### src/rtl/hex_display_scan.sv
// Time-multiplexed hex display driver for common-anode 7-segment banks.
// A load strobe captures a new value into a shadow register. The shadow moves
// into the displayed value only when the scan wraps, so a frame never shows a
// mix of old and new digits. All outputs are registered.
module hex_display_scan #(
   parameter int NUM_DIGITS     = 4,
   parameter int REFRESH_DIV    = 50000,
   parameter int SEG_ACTIVE_LOW = 1,
   parameter int AN_ACTIVE_LOW  = 1
) (
   input  logic                    clk,
   input  logic                    rst_n,
   input  logic                    enable,
   input  logic                    load,
   input  logic [4*NUM_DIGITS-1:0] value_in,
   input  logic [NUM_DIGITS-1:0]   dp_in,
   input  logic                    blank_lz,
   output logic [6:0]              seg,
   output logic                    dp,
   output logic [NUM_DIGITS-1:0]   an,
   output logic                    load_pend,
   output logic                    frame_tick
);

   localparam int DIG_W = (NUM_DIGITS > 1) ? $clog2(NUM_DIGITS) : 1;
   localparam int DIV_W = $clog2(REFRESH_DIV);
   localparam logic [DIV_W-1:0] DIV_LAST = DIV_W'(REFRESH_DIV - 1);
   localparam logic [DIG_W-1:0] DIG_LAST = DIG_W'(NUM_DIGITS - 1);
   localparam logic SEG_INV = (SEG_ACTIVE_LOW != 0);
   localparam logic AN_INV  = (AN_ACTIVE_LOW != 0);
   localparam logic [6:0] SEG_OFF = {7{SEG_INV}};
   localparam logic [NUM_DIGITS-1:0] AN_OFF = {NUM_DIGITS{AN_INV}};

   logic [DIV_W-1:0]        div_cnt_q, div_cnt_d;
   logic [DIG_W-1:0]        dig_idx_q, dig_idx_d;
   logic [4*NUM_DIGITS-1:0] shadow_val_q, shadow_val_d;
   logic [NUM_DIGITS-1:0]   shadow_dp_q, shadow_dp_d;
   logic [4*NUM_DIGITS-1:0] disp_val_q, disp_val_d;
   logic [NUM_DIGITS-1:0]   disp_dp_q, disp_dp_d;
   logic                    load_pend_q, load_pend_d;
   logic                    frame_tick_q, frame_tick_d;
   logic [6:0]              seg_q, seg_d;
   logic                    dp_q, dp_d;
   logic [NUM_DIGITS-1:0]   an_q, an_d;

   logic                    div_term;
   logic                    wrap;
   logic [NUM_DIGITS-1:0]   blank;
   logic                    lz_run;
   logic [3:0]              cur_nib;
   logic                    cur_dp;
   logic                    cur_blank;
   logic [NUM_DIGITS-1:0]   onehot;
   logic [6:0]              lit;

   // Active-high segment pattern {g,f,e,d,c,b,a} for one hex nibble.
   function automatic logic [6:0] seg_decode(input logic [3:0] nib);
      case (nib)
         4'h0: seg_decode = 7'h3F;
         4'h1: seg_decode = 7'h06;
         4'h2: seg_decode = 7'h5B;
         4'h3: seg_decode = 7'h4F;
         4'h4: seg_decode = 7'h66;
         4'h5: seg_decode = 7'h6D;
         4'h6: seg_decode = 7'h7D;
         4'h7: seg_decode = 7'h07;
         4'h8: seg_decode = 7'h7F;
         4'h9: seg_decode = 7'h6F;
         4'hA: seg_decode = 7'h77;
         4'hB: seg_decode = 7'h7C;
         4'hC: seg_decode = 7'h39;
         4'hD: seg_decode = 7'h5E;
         4'hE: seg_decode = 7'h79;
         default: seg_decode = 7'h71;
      endcase
   endfunction

   // Refresh divider and digit pointer; both parked at 0 while disabled.
   always_comb begin
      div_term     = (div_cnt_q == DIV_LAST);
      wrap         = enable && div_term && (dig_idx_q == DIG_LAST);
      div_cnt_d    = div_cnt_q;
      dig_idx_d    = dig_idx_q;
      frame_tick_d = wrap;
      if (!enable) begin
         div_cnt_d = '0;
         dig_idx_d = '0;
      end else if (div_term) begin
         div_cnt_d = '0;
         dig_idx_d = (dig_idx_q == DIG_LAST) ? '0 : dig_idx_q + 1'b1;
      end else begin
         div_cnt_d = div_cnt_q + 1'b1;
      end
   end

   // Shadow capture and tear-free transfer to the displayed value at wrap.
   // A load landing on the wrap cycle bypasses the shadow and shows at once.
   always_comb begin
      shadow_val_d = shadow_val_q;
      shadow_dp_d  = shadow_dp_q;
      disp_val_d   = disp_val_q;
      disp_dp_d    = disp_dp_q;
      load_pend_d  = load_pend_q;
      if (wrap) begin
         if (load) begin
            disp_val_d = value_in;
            disp_dp_d  = dp_in;
         end else if (load_pend_q) begin
            disp_val_d = shadow_val_q;
            disp_dp_d  = shadow_dp_q;
         end
         load_pend_d = 1'b0;
      end else if (load) begin
         shadow_val_d = value_in;
         shadow_dp_d  = dp_in;
         load_pend_d  = 1'b1;
      end
   end

   // Leading-zero mask: walk down from the top digit while every digit seen is zero.
   always_comb begin
      blank  = '0;
      lz_run = 1'b1;
      for (int i = NUM_DIGITS - 1; i >= 0; i--) begin
         lz_run   = lz_run && (disp_val_q[4*i +: 4] == 4'h0);
         blank[i] = blank_lz && lz_run && (i != 0);
      end
   end

   // Select the current digit and form the next registered seg/dp/an values.
   always_comb begin
      cur_nib   = 4'h0;
      cur_dp    = 1'b0;
      cur_blank = 1'b0;
      onehot    = '0;
      for (int i = 0; i < NUM_DIGITS; i++) begin
         if (dig_idx_q == DIG_W'(i)) begin
            cur_nib   = disp_val_q[4*i +: 4];
            cur_dp    = disp_dp_q[i];
            cur_blank = blank[i];
            onehot[i] = 1'b1;
         end
      end
      lit = cur_blank ? 7'h00 : seg_decode(cur_nib);
      if (enable) begin
         seg_d = lit ^ SEG_OFF;
         dp_d  = cur_dp ^ SEG_INV;
         an_d  = onehot ^ AN_OFF;
      end else begin
         seg_d = SEG_OFF;
         dp_d  = SEG_INV;
         an_d  = AN_OFF;
      end
   end

   // State and output registers with synchronous active-low reset.
   always_ff @(posedge clk) begin
      if (!rst_n) begin
         div_cnt_q    <= '0;
         dig_idx_q    <= '0;
         shadow_val_q <= '0;
         shadow_dp_q  <= '0;
         disp_val_q   <= '0;
         disp_dp_q    <= '0;
         load_pend_q  <= 1'b0;
         frame_tick_q <= 1'b0;
         seg_q        <= SEG_OFF;
         dp_q         <= SEG_INV;
         an_q         <= AN_OFF;
      end else begin
         div_cnt_q    <= div_cnt_d;
         dig_idx_q    <= dig_idx_d;
         shadow_val_q <= shadow_val_d;
         shadow_dp_q  <= shadow_dp_d;
         disp_val_q   <= disp_val_d;
         disp_dp_q    <= disp_dp_d;
         load_pend_q  <= load_pend_d;
         frame_tick_q <= frame_tick_d;
         seg_q        <= seg_d;
         dp_q         <= dp_d;
         an_q         <= an_d;
      end
   end

   assign seg        = seg_q;
   assign dp         = dp_q;
   assign an         = an_q;
   assign load_pend  = load_pend_q;
   assign frame_tick = frame_tick_q;

endmodule

### config.mk
export PLATFORM = sky130hd
export DESIGN_NAME = hex_display_scan
export DESIGN_NICKNAME = d
export VERILOG_FILES = /design/src/rtl/hex_display_scan.sv
export SDC_FILE = /design/constraint.sdc
export NUM_CORES = 1
export LEC_CHECK = 0
export ABC_AREA = 1
export BUFFER_PORTS_ARGS = -buffer_cell sky130_fd_sc_hd__buf_4
export CAP_MARGIN = 20
export CORE_MARGIN = 2
export CORE_UTILIZATION = 47
export DETAILED_ROUTE_END_ITERATION = 10
export PLACE_DENSITY = 0.66
export SETUP_SLACK_MARGIN = 0.5
export SLEW_MARGIN = 20
export SYNTH_ARGS = -nofsm -noshare
export SYNTH_HDL_FRONTEND = slang
export SYNTH_SLANG_ARGS = --single-unit
### constraint.sdc
create_clock -name clk -period 2.4 [get_ports clk]
set_input_delay 0.12 -clock clk [delete_from_list [all_inputs] [get_ports clk]]
set_output_delay 0.12 -clock clk [all_outputs]
set_load 0.01 [all_outputs]
==> flow_metrics.tcl <==
set metrics [dict create \
    viasPerCell 5.12 \
    arrival_ns 1.99 \
    final_common_cell "nand2_1" \
    final_cell_mix "nand2_1, dfxtp_1, a21oi_1, buf_4, nand3_1" \
    postCtsHoldBufs 0 \
    r2r-start "dig_idx_q[1]" \
    coreArea_sq_mm 0.00729 \
    tightest_slew_ns 0.608 \
    rsz0062_at_grt "true" \
    critPathLaunchType "flip-flop" \
    numPortBuffers 38 \
    crit_fanout 7 \
    wirelength_um 7990 \
    antenna_found_initial 0 \
    cts_buffers 9 \
    r2r_end "seg[5]" \
    crit_end "seg[5]" \
    grt_max_degree 29 \
    clk_pin_slew_worst_paths_ns 0.07 \
    cts-root-buf "clkbuf_8" \
    final_antenna_net_count 0 \
    synth_nets 558 \
    setup_tns_ns 0 \
    vias 3365 \
    area_growth_pct 18.2 \
    clock.fmax_ghz 0.572 \
    final_util_pct 57.4 \
    cts.sinks 72 \
    synth.cell_area_sq_mm 0.00354 \
    layout-drive-gt1-share_pct 16.3 \
    dpl_worst_slack_ns 0.363 \
    slew_headroom_pct 59.4 \
    finalInstanceArea_sq_mm 0.00419 \
    r2r_setup_slack_ns 0.65 \
    finalWorstSetupSlack_ns 0.651 \
    clk_path_buf_depth 2 \
    skew_ns 0.0141 \
    wl_per_cell_um 12.2 \
    maxCapViolations 0 \
    final_cells 657 \
    ff2ff_path_depth 13 \
    grt_overflow_total 0 \
    ys_seq_area_share_pct 40.7 \
    fill_cells 727 \
    htreeDepth 3 \
    grt_pass1_wl_um 13600 \
    ys_ff_latch 72 \
    seq_area_sq_mm 0.00145 \
    syn_inst 522 \
    io_pins 39 \
    hpwl_um 5510 \
    die-area_sq_mm 0.00825 \
    post_dp_cell_area_sq_mm 0.00387 \
    clock_latency_ns 0.36 \
    rows 31 \
    dpl.cell_count 639 \
    power_density_mw_per_mm2 597 \
    dr.pass1.iters 4 \
    initial_core_util_pct 48.6 \
    cts_tree "built" \
    slew_violations 0 \
    die_y_um 90.8 \
    synth_cell_types 29 \
    multi_input_comb_area_sq_mm 0.00189 \
    startpoint "dig_idx_q[1]" \
    irDropWorstVdd_mv 0.269 \
    final.min_clock_period_ns 1.75 \
    worstHoldPathType "in2reg" \
    leakage_uw 0.00171 \
    setup_violations 0 \
    crit_type "reg2reg" \
    finalHoldViolCount 0 \
    cp-end-kind "flip-flop" \
    route.detailed.drc 0 \
    grt_pass1_vias 3002 \
    yosys_warnings 0 \
    outcome "complete, no violations" \
    grt_use_total_pct 20.0 \
    fin_nets 589 \
    gp_congestion 0.834 \
    drt_iter0_markers 170 \
    die_w_um 90.8 \
    avgSynthCellArea_sq_um 6.79 \
    fin_crit_sh_pct 72.9 \
    crit_required_ns 2.64 \
    antenna_cells 0 \
]
[metal layers]
| metal | share of wire (%) | GRT usage, % | vias to the layer above |
|---|---|---|---|
| met4 | 2.5 | 10.6 | 0 |
| met2 | 45 | 31.5 | 81 |
| met5 | 0 | 0 | - |
| li1 | - | - | 1759 |
| met1 | 48 | 25.8 | 1509 |
| met3 | 4.6 | 4.01 | 16 |
[worst min-delay path by stage]
stage          start   endpoint  slack, ns  depth (start not counted)
4_1_cts        rst_n  load_pend       0.02                          3
5_1_grt        rst_n  load_pend       0.02                          3
6_report       rst_n  load_pend       0.02                          3
3_5_place_dp   rst_n  load_pend       0.39                          3
3_3_place_gp   rst_n  load_pend       0.38                          3
2_1_floorplan  rst_n  load_pend       0.24                          2
[flip-flops by register name, summed over array words and instances (netlist names)]
name	cells
disp_val_q	16
div_cnt_q	16
shadow_val_q	16
seg	7
an	4
disp_dp_q	4
shadow_dp_q	4
dig_idx_q	2
dp	1
frame_tick	1
load_pend	1
[metrics by stage]
| step | total power [uW] | hold WS [ns] |
|---|---|---|
| 3_5_place_dp | 1420 | 0.390 |
| 3_3_place_gp | 1420 | 0.383 |
| 5_1_grt | 2600 | 0.0245 |
| 6_report | 2500 | 0.0246 |
| 2_1_floorplan | 1360 | 0.242 |
| 4_1_cts | 2530 | 0.0160 |
[where the power goes]
group / internal [uW] / switching [uW] / leakage [uW]
clock network: 644 / 459 / 0.000113
logic: 67.7 / 96.1 / 0.00101
registers: 1220 / 11.9 / 0.000588
[kinds of logic (layout without fill, tap and decap cells)]
group,after synthesis,in the layout,share of synthesized area [%]
AOI/OAI and AO/OA,66,66,9.53
xor gates and xnor gates,4,4,0.989
adders and majority gates,11,11,3.88
buffers and inverters,63,99,7.70
DFF,72,72,40.7
and+or+nand+nor,306,306,37.2
[synth_stat cells, drive strengths merged]
cell type | count | share of area, %
o21ai | 4 | 0.56
buf | 14 | 2.5
ha | 11 | 3.9
nor2 | 40 | 4.7
a21oi | 59 | 8.3
or2 | 1 | 0.18
nand4 | 23 | 4.1
dfxtp | 72 | 41
nor3b | 2 | 0.42
o31ai | 1 | 0.21
o211ai | 1 | 0.21
o21a | 1 | 0.21
nor3 | 8 | 1.1
inv | 36 | 3.8
nand3 | 46 | 6.8
xor2 | 3 | 0.74
xnor2 | 1 | 0.25
clkbuf | 13 | 1.4
and3 | 1 | 0.18
nand2 | 185 | 20
[layout make-up]
class                   instances  share of cell area (%)
multi-input cells             387                    45.2
flip-flops and latches         72                    34.5
repair buffers                 47                    8.52
clock buffers                  12                    3.70
inverters                      36                    3.29
well taps                      99                    2.96
clock inverters                 4                    1.82
[worst max-delay path, stage by stage, from the launching register on]
cell,delay (ns)
dfxtp_4,0.38
inv_2,0.07
ha_4,0.19
inv_4,0.07
nand3_1,0.06
nand2_1,0.07
nand2_1,0.06
nand2_2,0.10
inv_1,0.10
ha_2,0.19
inv_1,0.09
nor2_1,0.05
nor2_1,0.13
nand2_1,0.06
[timing repair]
action	4_1_cts	5_1_grt
endpoints found under the setup margin	26	63
pin swaps	0	1
buffers inserted	0	1
cloned	0	1
gates resized for setup	6	21
Power figures use the tool's default switching activity.
